## config.mk

```make
export PLATFORM = sky130hd
export DESIGN_NAME = conv_result_serializer_flat
export DESIGN_NICKNAME = d
export VERILOG_FILES = /design/src/rtl/conv_result_serializer_if.sv /design/src/rtl/conv_result_serializer.sv /design/src/flat_wrapper.sv
export SDC_FILE = /design/constraint.sdc
export NUM_CORES = 1
export LEC_CHECK = 0
export ABC_AREA = 1
export CAP_MARGIN = 15
export CORE_MARGIN = 2
export CORE_UTILIZATION = 35
export DETAILED_ROUTE_END_ITERATION = 8
export GPL_TIMING_DRIVEN = 0
export MAX_ROUTING_LAYER = met4
export PLACE_DENSITY = 0.59
export SETUP_SLACK_MARGIN = 0.3
export SLEW_MARGIN = 40
export SYNTH_ARGS = -nofsm -noshare
export SYNTH_HDL_FRONTEND = slang
export SYNTH_SLANG_ARGS = --single-unit
```

## constraint.sdc

```tcl
create_clock -name clk -period 5.2 [get_ports clk]
set_clock_uncertainty 0.1 [all_clocks]
set_input_delay 1.04 -clock clk [delete_from_list [all_inputs] [get_ports clk]]
set_output_delay 1.04 -clock clk [all_outputs]
set_load 0.005 [all_outputs]
```

## src/rtl/conv_result_serializer_if.sv

```systemverilog
// Handshake bundle between the convolution stage, the serializer and its word consumer.
// master = serializer side, slave = the environment driving frames and accepting words.
interface conv_result_serializer_if #(
    parameter int Y_W   = 8,
    parameter int N_OUT = 7,
    parameter int CNT_W = 8
);
    logic                   in_valid;
    logic                   in_ready;
    logic [N_OUT*Y_W-1:0]   in_y;
    logic                   out_valid;
    logic                   out_ready;
    logic [Y_W-1:0]         out_data;
    logic [2:0]             out_index;
    logic                   out_last;
    logic [CNT_W-1:0]       frame_cnt;

    modport master (
        input  in_valid, in_y, out_ready,
        output in_ready, out_valid, out_data, out_index, out_last, frame_cnt
    );

    modport slave (
        output in_valid, in_y, out_ready,
        input  in_ready, out_valid, out_data, out_index, out_last, frame_cnt
    );
endinterface

```

## src/rtl/conv_result_serializer.sv

```systemverilog
// Captures one N_OUT-word convolution result frame and streams it out y1 first.
// Latency: first word valid 1 cycle after capture; min frame period N_OUT+1 cycles.
// Backpressure: out_ready low holds the current word; in_ready low for the whole frame.
module conv_result_serializer #(
    parameter int Y_W   = 8,
    parameter int N_OUT = 7,
    parameter int CNT_W = 8
) (
    input  logic                       clk,
    input  logic                       rst_n,
    conv_result_serializer_if.master   io
);
    localparam logic [0:0] ST_IDLE  = 1'b0;
    localparam logic [0:0] ST_SEND  = 1'b1;
    localparam logic [2:0] LAST_IDX = 3'(N_OUT - 1);

    logic [0:0]       state;
    logic [2:0]       idx;
    logic [Y_W-1:0]   frame_buf [N_OUT];
    logic [CNT_W-1:0] frame_cnt_q;

    always_ff @(posedge clk) begin
        if (!rst_n) begin
            state       <= ST_IDLE;
            idx         <= 3'd0;
            frame_cnt_q <= '0;
            for (int i = 0; i < N_OUT; i++) begin
                frame_buf[i] <= '0;
            end
        end else begin
            case (state)
                ST_IDLE: begin
                    if (io.in_valid) begin
                        for (int i = 0; i < N_OUT; i++) begin
                            frame_buf[i] <= io.in_y[i*Y_W +: Y_W];
                        end
                        idx   <= 3'd0;
                        state <= ST_SEND;
                    end
                end
                ST_SEND: begin
                    // in_valid is deliberately not looked at here: nothing is queued.
                    if (io.out_ready) begin
                        if (idx == LAST_IDX) begin
                            state       <= ST_IDLE;
                            frame_cnt_q <= frame_cnt_q + 1'b1;
                        end else begin
                            idx <= idx + 3'd1;
                        end
                    end
                end
                default: state <= ST_IDLE;
            endcase
        end
    end

    // Outputs decode only registered state; rst_n gating keeps in_ready low in reset.
    assign io.in_ready  = (state == ST_IDLE) && rst_n;
    assign io.out_valid = (state == ST_SEND);
    assign io.out_data  = frame_buf[idx];
    assign io.out_index = idx;
    assign io.out_last  = (state == ST_SEND) && (idx == LAST_IDX);
    assign io.frame_cnt = frame_cnt_q;
endmodule

```

## src/flat_wrapper.sv

```systemverilog
// flat-port wrapper written by rule: the top's interface ports become plain ports
module conv_result_serializer_flat 
#(
    parameter int Y_W   = 8,
    parameter int N_OUT = 7,
    parameter int CNT_W = 8
)
  (clk, rst_n, io_in_valid, io_in_y, io_out_ready, io_in_ready, io_out_valid, io_out_data, io_out_index, io_out_last, io_frame_cnt);
  conv_result_serializer_if #(.Y_W(Y_W), .N_OUT(N_OUT), .CNT_W(CNT_W)) io_i ();
  input  logic clk;
  input  logic rst_n;
  input wire logic [$bits(io_i.in_valid)-1:0] io_in_valid;
  input wire logic [$bits(io_i.in_y)-1:0] io_in_y;
  input wire logic [$bits(io_i.out_ready)-1:0] io_out_ready;
  output wire logic [$bits(io_i.in_ready)-1:0] io_in_ready;
  output wire logic [$bits(io_i.out_valid)-1:0] io_out_valid;
  output wire logic [$bits(io_i.out_data)-1:0] io_out_data;
  output wire logic [$bits(io_i.out_index)-1:0] io_out_index;
  output wire logic [$bits(io_i.out_last)-1:0] io_out_last;
  output wire logic [$bits(io_i.frame_cnt)-1:0] io_frame_cnt;
  assign io_i.in_valid = io_in_valid;
  assign io_i.in_y = io_in_y;
  assign io_i.out_ready = io_out_ready;
  assign io_in_ready = io_i.in_ready;
  assign io_out_valid = io_i.out_valid;
  assign io_out_data = io_i.out_data;
  assign io_out_index = io_i.out_index;
  assign io_out_last = io_i.out_last;
  assign io_frame_cnt = io_i.frame_cnt;
  conv_result_serializer #(.Y_W(Y_W), .N_OUT(N_OUT), .CNT_W(CNT_W)) u_core (.clk(clk), .rst_n(rst_n), .io(io_i));
endmodule
```

## After elaboration in Yosys (flattened, before gate mapping)

Memories as Yosys holds them, arrays and structs flattened. A register that Yosys moved wholly into a read port is not among the register bits.
Cells that the tools add are included.
W data, S select, Z words.

| word-level totals | value |
|---|---|
| memories | 1 |
| output and inout bits | 22 |
| bits in writable memories | 56 |
| register bits after elaboration | 12 |
| logic and storage cells | 43 |

| cells by class | value |
|---|---|
| reductions and logical operators | 4 |
| mux-type cells | 21 |
| eq/ne operators | 4 |
| add/subtract/negate cells | 2 |
| bitwise logic cells | 8 |

Memory list:

| memory | words | width | read ports | clocked after memory_dff | write ports | RTL line | source |
|---|---|---|---|---|---|---|---|
| u_core.frame_buf | 7 | 8 | 1 | 1 | 7 | conv_result_serializer.sv:19 | `logic [Y_W-1:0] frame_buf [N_OUT];` |

Operators by type and width:

| operator | count |
|---|---|
| $mux W8 | 7 |
| $mux W3 | 5 |
| $add A8 B1 Y8 const B | 1 |
| $mux W1 | 7 |
| $or A1 B1 Y1 | 7 |
| $ne A2 B2 Y1 const B | 3 |
| $pmux W3 S2 | 1 |
| $reduce_and A3 Y1 | 2 |
| $add A3 B1 Y3 const B | 1 |
| $eq A3 B3 Y1 const B | 1 |
| $logic_and A1 B1 Y1 | 2 |
| $pmux W1 S2 | 1 |
| $not A1 Y1 | 1 |

## Longest topological paths before layout

| logic depth | value |
|---|---|
| depth in word-level cells | 6 |
| depth in mapped cells | 9 |
| depth with buffers taken out | 9 |

## Worst setup path before layout

Ideal clock, no wire load.

| path | value |
|---|---|
| path kind | input -> register |
| from | input rst_n |
| to | memory u_core.frame_buf[0][0], enable pin |
| arrival time | 2.422 ns |
| setup slack | 2.268 ns |
| setup time | 0.410 ns |
| path buffers | 1 |
| stages | 4 |
| cells stage by stage | buf_4 inv_2 nor2_1 inv_1 |

RTL lines:

| what | RTL line | source |
|---|---|---|
| start: declaration | flat_wrapper.sv:11 | `input logic rst_n;` |
| end: declaration | conv_result_serializer.sv:19 |  |

==> out/results.tsv <==
stage	metric	value	unit
run_status	status	finished, final reports clean	
global_routing	use_met1	19.6	%
route	via_per_inst	4.57	
worst_setup_path	r2r-start	u_core.io.out_valid	
finish	area_delta_synth_final	35.8	%
place	numPortBuffers	80	
yosys	ys_warn_count	0	
yosys	synthXorXnorAreaFrac	0	%
clock_tree	cts_tree	done	
floorplanning	initial_core_util	35.8	%
yosys	synth_top_flop_cell	edfxtp_1	
route	drt_pre_antenna_iters	4	
finish	nNetsFinal	515	
yosys	seq_area_frac_synth	60.5	%
sta	setup_viol	0	
worst_hold_path	worstHoldPathType	reg -> reg	
global_routing	grt_max_degree	32	
global_routing	grtUsageMet2	26.9	%
power_and_ir_drop	power_frac_comb	12.1	%
clock_tree	cts_resized	0	
floorplanning	fp-row-count	35	
sta	timing.final.crit_share	63.1	%
worst_setup_path	r2r_setup_slack	3500	ps
place	dp.cells	552	
clock_tree	post_cts_buffers	0	
sta	fmax	0.305	GHz
finish	multi_input_area	947	sq um
place	dp_hpwl	5400	um
global_routing	grt_antenna_before_repair	0	
clock_tree	cts_hold_buf	0	
power_and_ir_drop	switchingPower	284	uW
place	place.gp.congestion	0.793	
finish	layout-drive-gt1-share	7.88	%
floorplanning	die_w	101	um
job	drv_cap	0	
sta	finalSetupTns	0	ps
power_and_ir_drop	p_int	998	uW
yosys	synth_compound_area_share	8.82	%
sta	tightest_slew	421	ps
global_routing	grt_usage	16.2	%
clock_tree	cts.clk_slew.worst_paths	80	ps
worst_setup_path	required	4060	ps
sta	rsz0062_at_grt	false	
worst_setup_path	rr_worst_depth	6	
yosys	syn-cell-area	3280	sq um
route	first_iter_violations	133	
worst_hold_path	worstHoldStart	u_core.io.frame_cnt[3]	
floorplanning	die_y	101	um
clock_tree	root_buffer	clkbuf_8	
global_routing	grt_pass1_vias	2572	
power_and_ir_drop	p_leak	1.99	nW
route	wirelength	7530	um
floorplanning	dieArea	10200	sq um
yosys	async_reset_ff_share	0	%
worst_setup_path	crit_fanout	10	
worst_setup_path	r2r-end	u_core.frame_buf[0][6]	
sta	maxSlewViolCount	0	
finish	seq_area	1980	sq um
worst_setup_path	endpoint_kind	output pin	
yosys	synthAdderAreaFrac	1.15	%
yosys	synthCells	360	
power_and_ir_drop	p_per_area	288	nW/um^2
yosys	syn_avg_cell_area	9.11	sq um
clock_tree	clk_path_buf_depth	2	
clock_tree	cts.sinks	71	
clock_tree	cts_buffers	9	
global_routing	grt_overflow_total	0	
global_routing	top_usage_layer	met2	
route	ant_nets	0	
sta	slew_headroom	72.0	%
power_and_ir_drop	pwr-share-clk	36.2	%
global_routing	grt_use_met3	5.20	%
yosys	synth.distinct_cells	21	
worst_setup_path	worstSetupPathType	reg -> out	
route	drc	0	
yosys	muxShareOfSynthArea	0	%
finish	antenna_cells	0	
yosys	synth_edf_count	56	
worst_setup_path	endpoint	io_out_data[3]	
floorplanning	core	9150	sq um
finish	instances_no_fill	568	
power_and_ir_drop	switching_share	22.2	%
sta	min_period	3280	ps
clock_tree	h-tree-depth	3	
yosys	yosys.area_share.simple	18.9	%
yosys	synth-seq-cells	71	
clock_tree	clock_latency	340	ps
sta	holdWs	407	ps
yosys	synth_top_family_by_area	simple AND/OR/NAND/NOR gates	
floorplanning	io_pins	82	
power_and_ir_drop	seq_power_share	51.7	%
yosys	synth_nets	423	
sta	hold_viol_final	0	
worst_setup_path	start_kind	register	
finish	final_core_util	48.6	%
route	routedWlPerCell	13.3	um
global_routing	grt_pass1_wl	12200	um
worst_setup_path	crit_arrival	2140	ps
finish	fillers	881	
route	vias	2597	
power_and_ir_drop	ir_drop	0.000158	V
[worst min-delay path by stage]
stage	endpoint	slack, ps	cells after the start
after floorplan	u_core.io.frame_cnt[5]	370	2
after global placement	u_core.io.frame_cnt[5]	380	2
after detailed placement	u_core.io.out_index[0]	390	1
after CTS	u_core.io.frame_cnt[7]	410	2
after global routing	u_core.io.frame_cnt[3]	430	2
final	u_core.io.frame_cnt[3]	410	2
[placed cells by master, fill, tap and decap left out, drive strengths merged, types with 10 or more instances in the layout]
| master | count |
|---|---|
| a21oi | 12 |
| buf | 14 |
| clkbuf | 10 |
| clkdlybuf4s50 | 80 |
| dfxtp | 15 |
| edfxtp | 56 |
| inv | 70 |
| nand2 | 55 |
| nand3 | 15 |
| nor2 | 80 |
| o21ai | 23 |
[synth_stat cells (3+ instances only)]
| cell | number | area (sq um) |
|---|---|---|
| nor2_1 | 77 | 289 |
| inv_1 | 69 | 259 |
| edfxtp_1 | 56 | 1680 |
| nand2_1 | 53 | 199 |
| o21ai_0 | 23 | 115 |
| dfxtp_1 | 15 | 300 |
| nand3_1 | 15 | 75.1 |
| a21oi_1 | 11 | 55.1 |
| buf_2 | 9 | 45.0 |
| o211ai_1 | 8 | 60.1 |
| o22ai_1 | 8 | 50.1 |
| ha_1 | 3 | 37.5 |
| nor2_4 | 3 | 33.8 |
[sequential cells by signal, summed over array words and instances, names as in the netlist, named ones only]
signal / count
u_core.io.out_index: 3
u_core.io.frame_cnt: 8
u_core.frame_buf: 56
u_core.io.out_valid: 1
[cells by family (layout without fill, tap and decap cells)]
family,count (synthesis),after routing
buffers and inverters,84,181
AOI/OAI and AO/OA,51,51
and+or+nand+nor,151,151
DFF,71,71
adders and majority gates,3,3
[per-stage QoR]
stage | power, mW | area, sq um | worst slack, ps
after global routing | 1.34 | 4450 | 1720
after floorplan | 0.740 | 3280 | 2270
final | 1.28 | 4450 | 1920
after CTS | 1.30 | 4450 | 1900
after detailed placement | 0.832 | 4240 | 2210
after global placement | 0.829 | 4220 | 1430
[power groups by stage]
stage          registers [mW]  clock network (mW)  logic (mW)
2_1_floorplan           0.672                   0      0.0681
3_3_place_gp            0.676                   0       0.152
3_5_place_dp            0.675                   0       0.157
4_1_cts                 0.663               0.476       0.158
5_1_grt                 0.666               0.499       0.173
6_report                0.663               0.464       0.155
[worst max-delay path, cell delays in order (launching register included)]
cell and delay [ps]:
dfxtp_1 400, inv_1 180, buf_2 260, o21ai_0 130, o22ai_1 170, nand2_1 90
nand2_1 80, clkdlybuf4s50_1 500
[final cells by class]
cell class                 instances  area share (%)
tap                              111            3.12
buffer                            14            1.94
clock buffer                       9            2.78
clock inverter                     7            1.97
sequential                        71            44.5
inverter                          70            5.96
multi-input combinational        205            21.3
timing repair buffer              81            18.4
[metal layers]
| layer | wire (um) | up-vias |
|---|---|---|
| met5 | 0 | - |
| met4 | 55 | 0 |
| met3 | 423 | 5 |
| met2 | 3720 | 60 |
| met1 | 3330 | 1203 |
| li1 | - | 1329 |
Power figures use the tool's default switching activity.
